<file path="src/rtl/bin_to_bcd_sequencer.sv">
// Binary to packed BCD converter built on a sequential divide-by-10 datapath.
// Each digit costs one cycle plus one cycle per subtraction of ten.
module bin_to_bcd_sequencer #(
  parameter int WIDTH  = 16,
  parameter int DIGITS = 5
) (
  input  logic                  clk,
  input  logic                  rst_n,
  input  logic                  start,
  input  logic [WIDTH-1:0]      din,
  output logic                  busy,
  output logic                  done,
  output logic [4*DIGITS-1:0]   bcd
);

  localparam int KW = (DIGITS > 1) ? $clog2(DIGITS) : 1;

  typedef enum logic [1:0] {
    IDLE = 2'd0,
    SUB  = 2'd1,
    DONE = 2'd2
  } state_e;

  state_e                 state_q, state_d;
  logic [WIDTH-1:0]       w_q, w_d;
  logic [WIDTH-1:0]       q_q, q_d;
  logic [KW-1:0]          k_q, k_d;
  logic [DIGITS-1:0][3:0] dig_q, dig_d;
  logic [4*DIGITS-1:0]    bcd_q, bcd_d;
  logic                   ge10;
  logic                   last;

  assign ge10 = (w_q >= WIDTH'(10));
  assign last = (k_q == KW'(DIGITS - 1));

  always_ff @(posedge clk or negedge rst_n) begin
    if (!rst_n) begin
      state_q <= IDLE;
      w_q     <= '0;
      q_q     <= '0;
      k_q     <= '0;
      dig_q   <= '0;
      bcd_q   <= '0;
    end else begin
      state_q <= state_d;
      w_q     <= w_d;
      q_q     <= q_d;
      k_q     <= k_d;
      dig_q   <= dig_d;
      bcd_q   <= bcd_d;
    end
  end

  always_comb begin
    state_d = state_q;
    unique case (state_q)
      IDLE:    if (start) state_d = SUB;
      SUB:     if (!ge10 && last) state_d = DONE;
      DONE:    state_d = IDLE;
      default: state_d = IDLE;
    endcase
  end

  always_comb begin
    w_d   = w_q;
    q_d   = q_q;
    k_d   = k_q;
    dig_d = dig_q;
    bcd_d = bcd_q;
    unique case (state_q)
      IDLE: begin
        if (start) begin
          w_d = din;
          q_d = '0;
          k_d = '0;
        end
      end
      SUB: begin
        if (ge10) begin
          w_d = w_q - WIDTH'(10);
          q_d = q_q + WIDTH'(1);
        end else begin
          dig_d[k_q] = w_q[3:0];
          w_d        = q_q;
          q_d        = '0;
          // the final digit lands in bcd on the same edge that enters DONE
          if (last) bcd_d = dig_d;
          else      k_d   = k_q + KW'(1);
        end
      end
      default: ;
    endcase
  end

  always_comb begin
    busy = (state_q == SUB);
    done = (state_q == DONE);
  end

  assign bcd = bcd_q;

endmodule

</file>
<file path="config.mk">
export PLATFORM = sky130hd
export DESIGN_NAME = bin_to_bcd_sequencer
export DESIGN_NICKNAME = d
export VERILOG_FILES = /design/src/rtl/bin_to_bcd_sequencer.sv
export SDC_FILE = /design/constraint.sdc
export NUM_CORES = 1
export LEC_CHECK = 0
export ABC_AREA = 1
export BUFFER_PORTS_ARGS = -buffer_cell sky130_fd_sc_hd__buf_2
export CAP_MARGIN = 10
export CELL_PAD_IN_SITES_DETAIL_PLACEMENT = 0
export CELL_PAD_IN_SITES_GLOBAL_PLACEMENT = 1
export CORE_MARGIN = 5
export CORE_UTILIZATION = 40
export CTS_CLUSTER_SIZE = 20
export DETAILED_ROUTE_END_ITERATION = 7
export PLACE_DENSITY_LB_ADDON = 0.1
export SLEW_MARGIN = 20
export SYNTH_ARGS = -nofsm -noshare
export SYNTH_HDL_FRONTEND = slang
export SYNTH_SLANG_ARGS = --single-unit
</file>
<file path="constraint.sdc">
create_clock -name clk -period 1.93 [get_ports clk]
set_clock_uncertainty 0.2 [all_clocks]
set_input_delay 0.193 -clock clk [delete_from_list [all_inputs] [get_ports clk]]
set_output_delay 0.193 -clock clk [all_outputs]
set_load 0.01 [all_outputs]
</file>
Word-level counts from Yosys, hierarchy flattened
Cells that the tools add are included.
- input bits: 19
- output and inout bits: 22
- register bits after elaboration: 77
- word-level logic and storage cells: 50
- bitwise logic cells: 1
- eq/ne operators: 7
- $add $sub $neg: 3
- $lt $le $gt $ge: 3
- reduce and logical (&&, ||, !) cells: 10
- multiplexer cells: 16
- operators with widths (kind ; number):
    $mux W16 ; 4
    $pmux W16 S2 ; 2
    $bwmux W20 ; 1
    $add A16 B1 Y16 const B ; 1
    $ge A16 B4 Y1 const B ; 1
    $sub A16 B4 Y16 const B ; 1
    $demux W4 S3 ; 1
    $mux W3 ; 3
    $ne A2 B2 Y1 const B ; 3
    $pmux W3 S2 ; 1
    $reduce_and A2 Y1 ; 3
    $lt A3 B4 Y1 const B ; 1
    $mux W2 ; 2
    $mux W4 ; 1
    $pmux W2 S2 ; 1
    $reduce_and A4 Y1 ; 1
    $add A3 B1 Y3 const B ; 1
    $eq A3 B3 Y1 const B ; 1
    $ge A3 B1 Y1 const B ; 1
    $reduce_and A3 Y1 ; 1
    $eq A2 B1 Y1 const B ; 1
    $eq A2 B2 Y1 const B ; 1
    $logic_and A1 B1 Y1 ; 2
    $logic_not A2 Y1 ; 1
    4 further kinds ; 4

Logic depth before layout (Yosys ltp)
- depth in word-level cells: 5
- gate-level depth with buffers: 13
- gate-level depth less buffers: 13

Worst setup path before layout
OpenSTA, ideal clock, no wires.
- kind: register -> register
- from: reg w_q[8]
- to: reg bcd_q[10], in the netlist bcd[10]
- library setup time: 132 ps
- path slack: 175 ps
- required time: 1598 ps
- stages on the path, launching flop included: 11
- data arrival time: 1423 ps
- cells stage by stage: dfrtp_1 > nor2_4 > nand2_2 > nor2_4 > nand2_4 > nor3_4 > inv_2 > buf_6 > buf_6 > nand2_1 > o21ai_1
- cells in the longest elaborated chain, start to end: 3
- RTL lines (what ; line ; text):
    start, declared ; 25 ; logic [WIDTH-1:0] w_q, w_d;
    start signal, assigned ; 46 ; w_q <= w_d;
    $ge A16 B4 Y1 ; 33 ; assign ge10 = (w_q >= WIDTH'(10));
    $not A1 Y1 (no line) ; -- ;
    $reduce_and A3 Y1 (no line) ; -- ;
    end signal, assigned ; 43 ; bcd_q <= '0;
    end signal, assigned ; 50 ; bcd_q <= bcd_d;
    end, declared ; 29 ; logic [4*DIGITS-1:0] bcd_q, bcd_d;
Every way passes these cells.
A chain may end at the register's enable or synchronous reset.

Final worst setup path
- from: reg w_q[4]
- to: reg bcd_q[3], in the netlist bcd[3]
Same word-level chain as after synthesis.

==> flow_summary.toml <==
[drt]
vias = 3812
wl_per_cell_um = 14.39
viasPerCell = 4.856
totalWireLength_um = 11300
drt_first_pass_iters = 4
drt_iter0_drc = 205
drcViolationCount = 0
postRouteAntennaNets = 0

[worst_hold_path]
holdPathEnd = "w_q[15]$_DFFE_PN0P_"
worstHoldPathCells = 5
min_from = "din[15]"
hold_class = "in2reg"

[yosys]
ys.flop_type = "dfrtp_1"
syn-instance-count = 550
synth_common_cells = "nand2_1 (200), dfrtp_1 (77), inv_1 (48), nor2_1 (48), o21ai_0 (44)"
syn-num-nets = 573
synth_warnings = 0
synth_area_leaders = "dfrtp_1 (47%), nand2_1 (18%), o21ai_0 (5.4%)"
yosys_register_bits = 77
synth-adder-area-share = 0.01225
synth_async_sr_flop_share = 1.000
yosysSeqAreaShare = 0.4718
synthXorXnorAreaFrac = 0.01716
synth_most_common_cell = "nand2_1"
synth_top_family_by_area = "simple AND/OR/NAND/NOR gates"
avgSynthCellArea_sq_um = 7.425
synth_area_sq_um = 4084
synth-simple-area-share = 0.3217
yosys.area.top_type = "dfrtp_1"
yosysTopAreaCellShare = 0.4718
synth-edff-count = 0
netlist-cell-type-count = 35
synth_compound_area_frac = 0.1094
muxShareOfSynthArea = 0

[place]
portBuffers = 40
hpwl_um = 7902
gp_congestion = 0.8134

[die]
pin_count = 41
die_h_um = 111.0
die_w_um = 111.0
coreArea_sq_um = 9864
row_count = 36
die-area_sq_um = 12330
initial_core_util = 0.4140

[clocking]
numCtsBuffers = 9
cts_buffer_depth = 2
root_buffer = "clkbuf_8"
clock_insertion_delay_worst_skew_ns = 0.36
cts_tree = "yes"
cts.clk_slew.worst_paths_ns = 0.09
cts.sinks = 77
cts_max_level = 3

[critical_path]
startpoint = "w_q[4]$_DFFE_PN0P_"
cp.arrival_ns = 1.92
reg2reg_setup_slack_ns = 0.06
r2r-start = "w_q[4]$_DFFE_PN0P_"
ff2ff_path_depth = 10
cp-end-kind = "register"
startpoint_type = "register"
cp_max_fo = 14
rr_endpoint = "bcd[3]$_DFFE_PN0P_"
crit_type = "reg2reg"
required_ns = 1.97

[global_routing]
first_global_vias = 3684
grt.total_usage = 0.1866
gr-total-overflow = 0
antenna_found_initial = 0
grt_pass1_wl_um = 18690
grt_max_degree = 34

[final_layout]
n_fill_cell = 973
antenna-diode-count = 0
area_growth_pct = 26.41
drive_gt1_frac = 0.2101
final_util = 0.5233
final_nets = 670

[status]
outcome = "finished, final reports clean"

[sta]
final_max_slew_viol_count = 0
finalSetupViolations = 0
period_share = 0.9711
hold_violations = 0
worstMarginPinSlew_ns = 0.4985
rsz0062_at_grt = "yes"
fmax_ghz = 0.5335
max_slew_margin = 0.6669
layout_min_cycle_time_ns = 1.874
hold_slack_ns = 0.006064

[pwr]
cellLeakagePower_nw = 2.569
vdd_drop_max_mv = 0.3606
p_total_mw = 2.858
power_density_nw_per_um2 = 553.6

[flow_run]
drv_cap = 0
==> state kept, by name, indices dropped and copies added, names as in the netlist <==
| name | count |
|---|---|
| bcd | 20 |
| dig_q | 20 |
| q_q | 16 |
| w_q | 16 |
| k_q | 3 |
| state_q | 2 |
==> worst max-delay path by stage <==
stage,endpoint,slack (ns),cells after the start
6_report,bcd[3]$_DFFE_PN0P_,0.06,10
5_1_grt,bcd[0]$_DFFE_PN0P_,-0.05,10
4_1_cts,k_q[2]$_DFFE_PN0P_,0.005,8
3_5_place_dp,bcd[13]$_DFFE_PN0P_,0.03,8
3_3_place_gp,k_q[1]$_DFFE_PN0P_,-0.005,8
2_1_floorplan,bcd[10]$_DFFE_PN0P_,0.17,10
==> layout by cell type, fill, tap and decap left out, drive strengths merged <==
cell         Yosys  layout
o211ai           1       1
inv             51      55
or2              2       2
o22ai            1       1
nand2          204     204
dlygate4sd3      0      14
dfrtp           77      77
buf             10      86
clkinv           0       3
xor2             7       7
a22o             1       1
nand3           28      28
o21a             1       1
a21boi           1       1
o21ai           65      65
clkinvlp         0       2
nor2            53      53
ha               4       4
o21bai           2       2
nand2b           1       1
a21oi           13      13
clkbuf           6       9
xnor2            1       1
nor3             9       9
nand3b           2       2
nand4            9       9
nor4             1       1
==> critical path: stages (launching register included) <==
cell and delay (ns):
dfrtp_1 0.44, nor2_4 0.18, nand2_4 0.09, nor2_8 0.11, nand2_4 0.09, nor3_4 0.24
buf_6 0.14, buf_6 0.11, inv_8 0.06, nand2_1 0.05, o21ai_1 0.05
==> logic make-up (layout without fill, tap and decap cells) <==
kind of cell    count (synthesis)  count (layout)
simple gates                  309             309
compound gates                 85              85
flops                          77              77
buf+inv                        67             169
xor+xnor                        8               8
fa+ha+maj                       4               4
==> per-layer routing <==
layer,routed length (um),global-route usage,part of all wire,vias up
li1,-,-,-,1960
met1,5798,0.2706,0.51,1787
met2,5003,0.2872,0.44,59
met3,429,0.03384,0.038,6
met4,64,0.05109,0.0057,0
met5,0,0,0,-
==> layout make-up <==
type,count,area [sq um],area share
clock buffers,9,123.9,0.02399
flip-flops and latches,77,1927,0.3732
inverters,51,196.4,0.03805
repair buffers,100,719.4,0.1394
clock inverters,7,57.56,0.01115
repair inverters,2,17.52,0.003393
multi-input cells,406,1954,0.3786
well taps,133,166.4,0.03223
==> where the power goes <==
part | total [mW] | internal (mW) | switching [mW]
Clock | 1.16 | 0.485 | 0.677
Sequential | 1.61 | 1.61 | 0
Combinational | 0.0850 | 0.0387 | 0.0463
==> per-stage QoR <==
stage               cell area (sq um)   TNS (ns)  instances  setup WS (ns)
finish                           5162          0        785        0.05573
detailed placement               4598          0        736        0.02612
global route                     5162    -0.6595        785       -0.05457
CTS                              4922          0        766       0.005327
global placement                 4598  -0.005123        736      -0.004657
floorplan                        4084          0        550         0.1750
==> what timing repair did <==
item | in CTS | in global routing
gates cloned | 0 | 2
buffers inserted | 0 | 17
resized for setup | 1 | 33
hold buffers | 14 | 0
hold endpoints to repair | 90 | 0
pin swaps | 0 | 6
endpoints found under the setup margin | 1 | 65
Power figures use the tool's default switching activity.
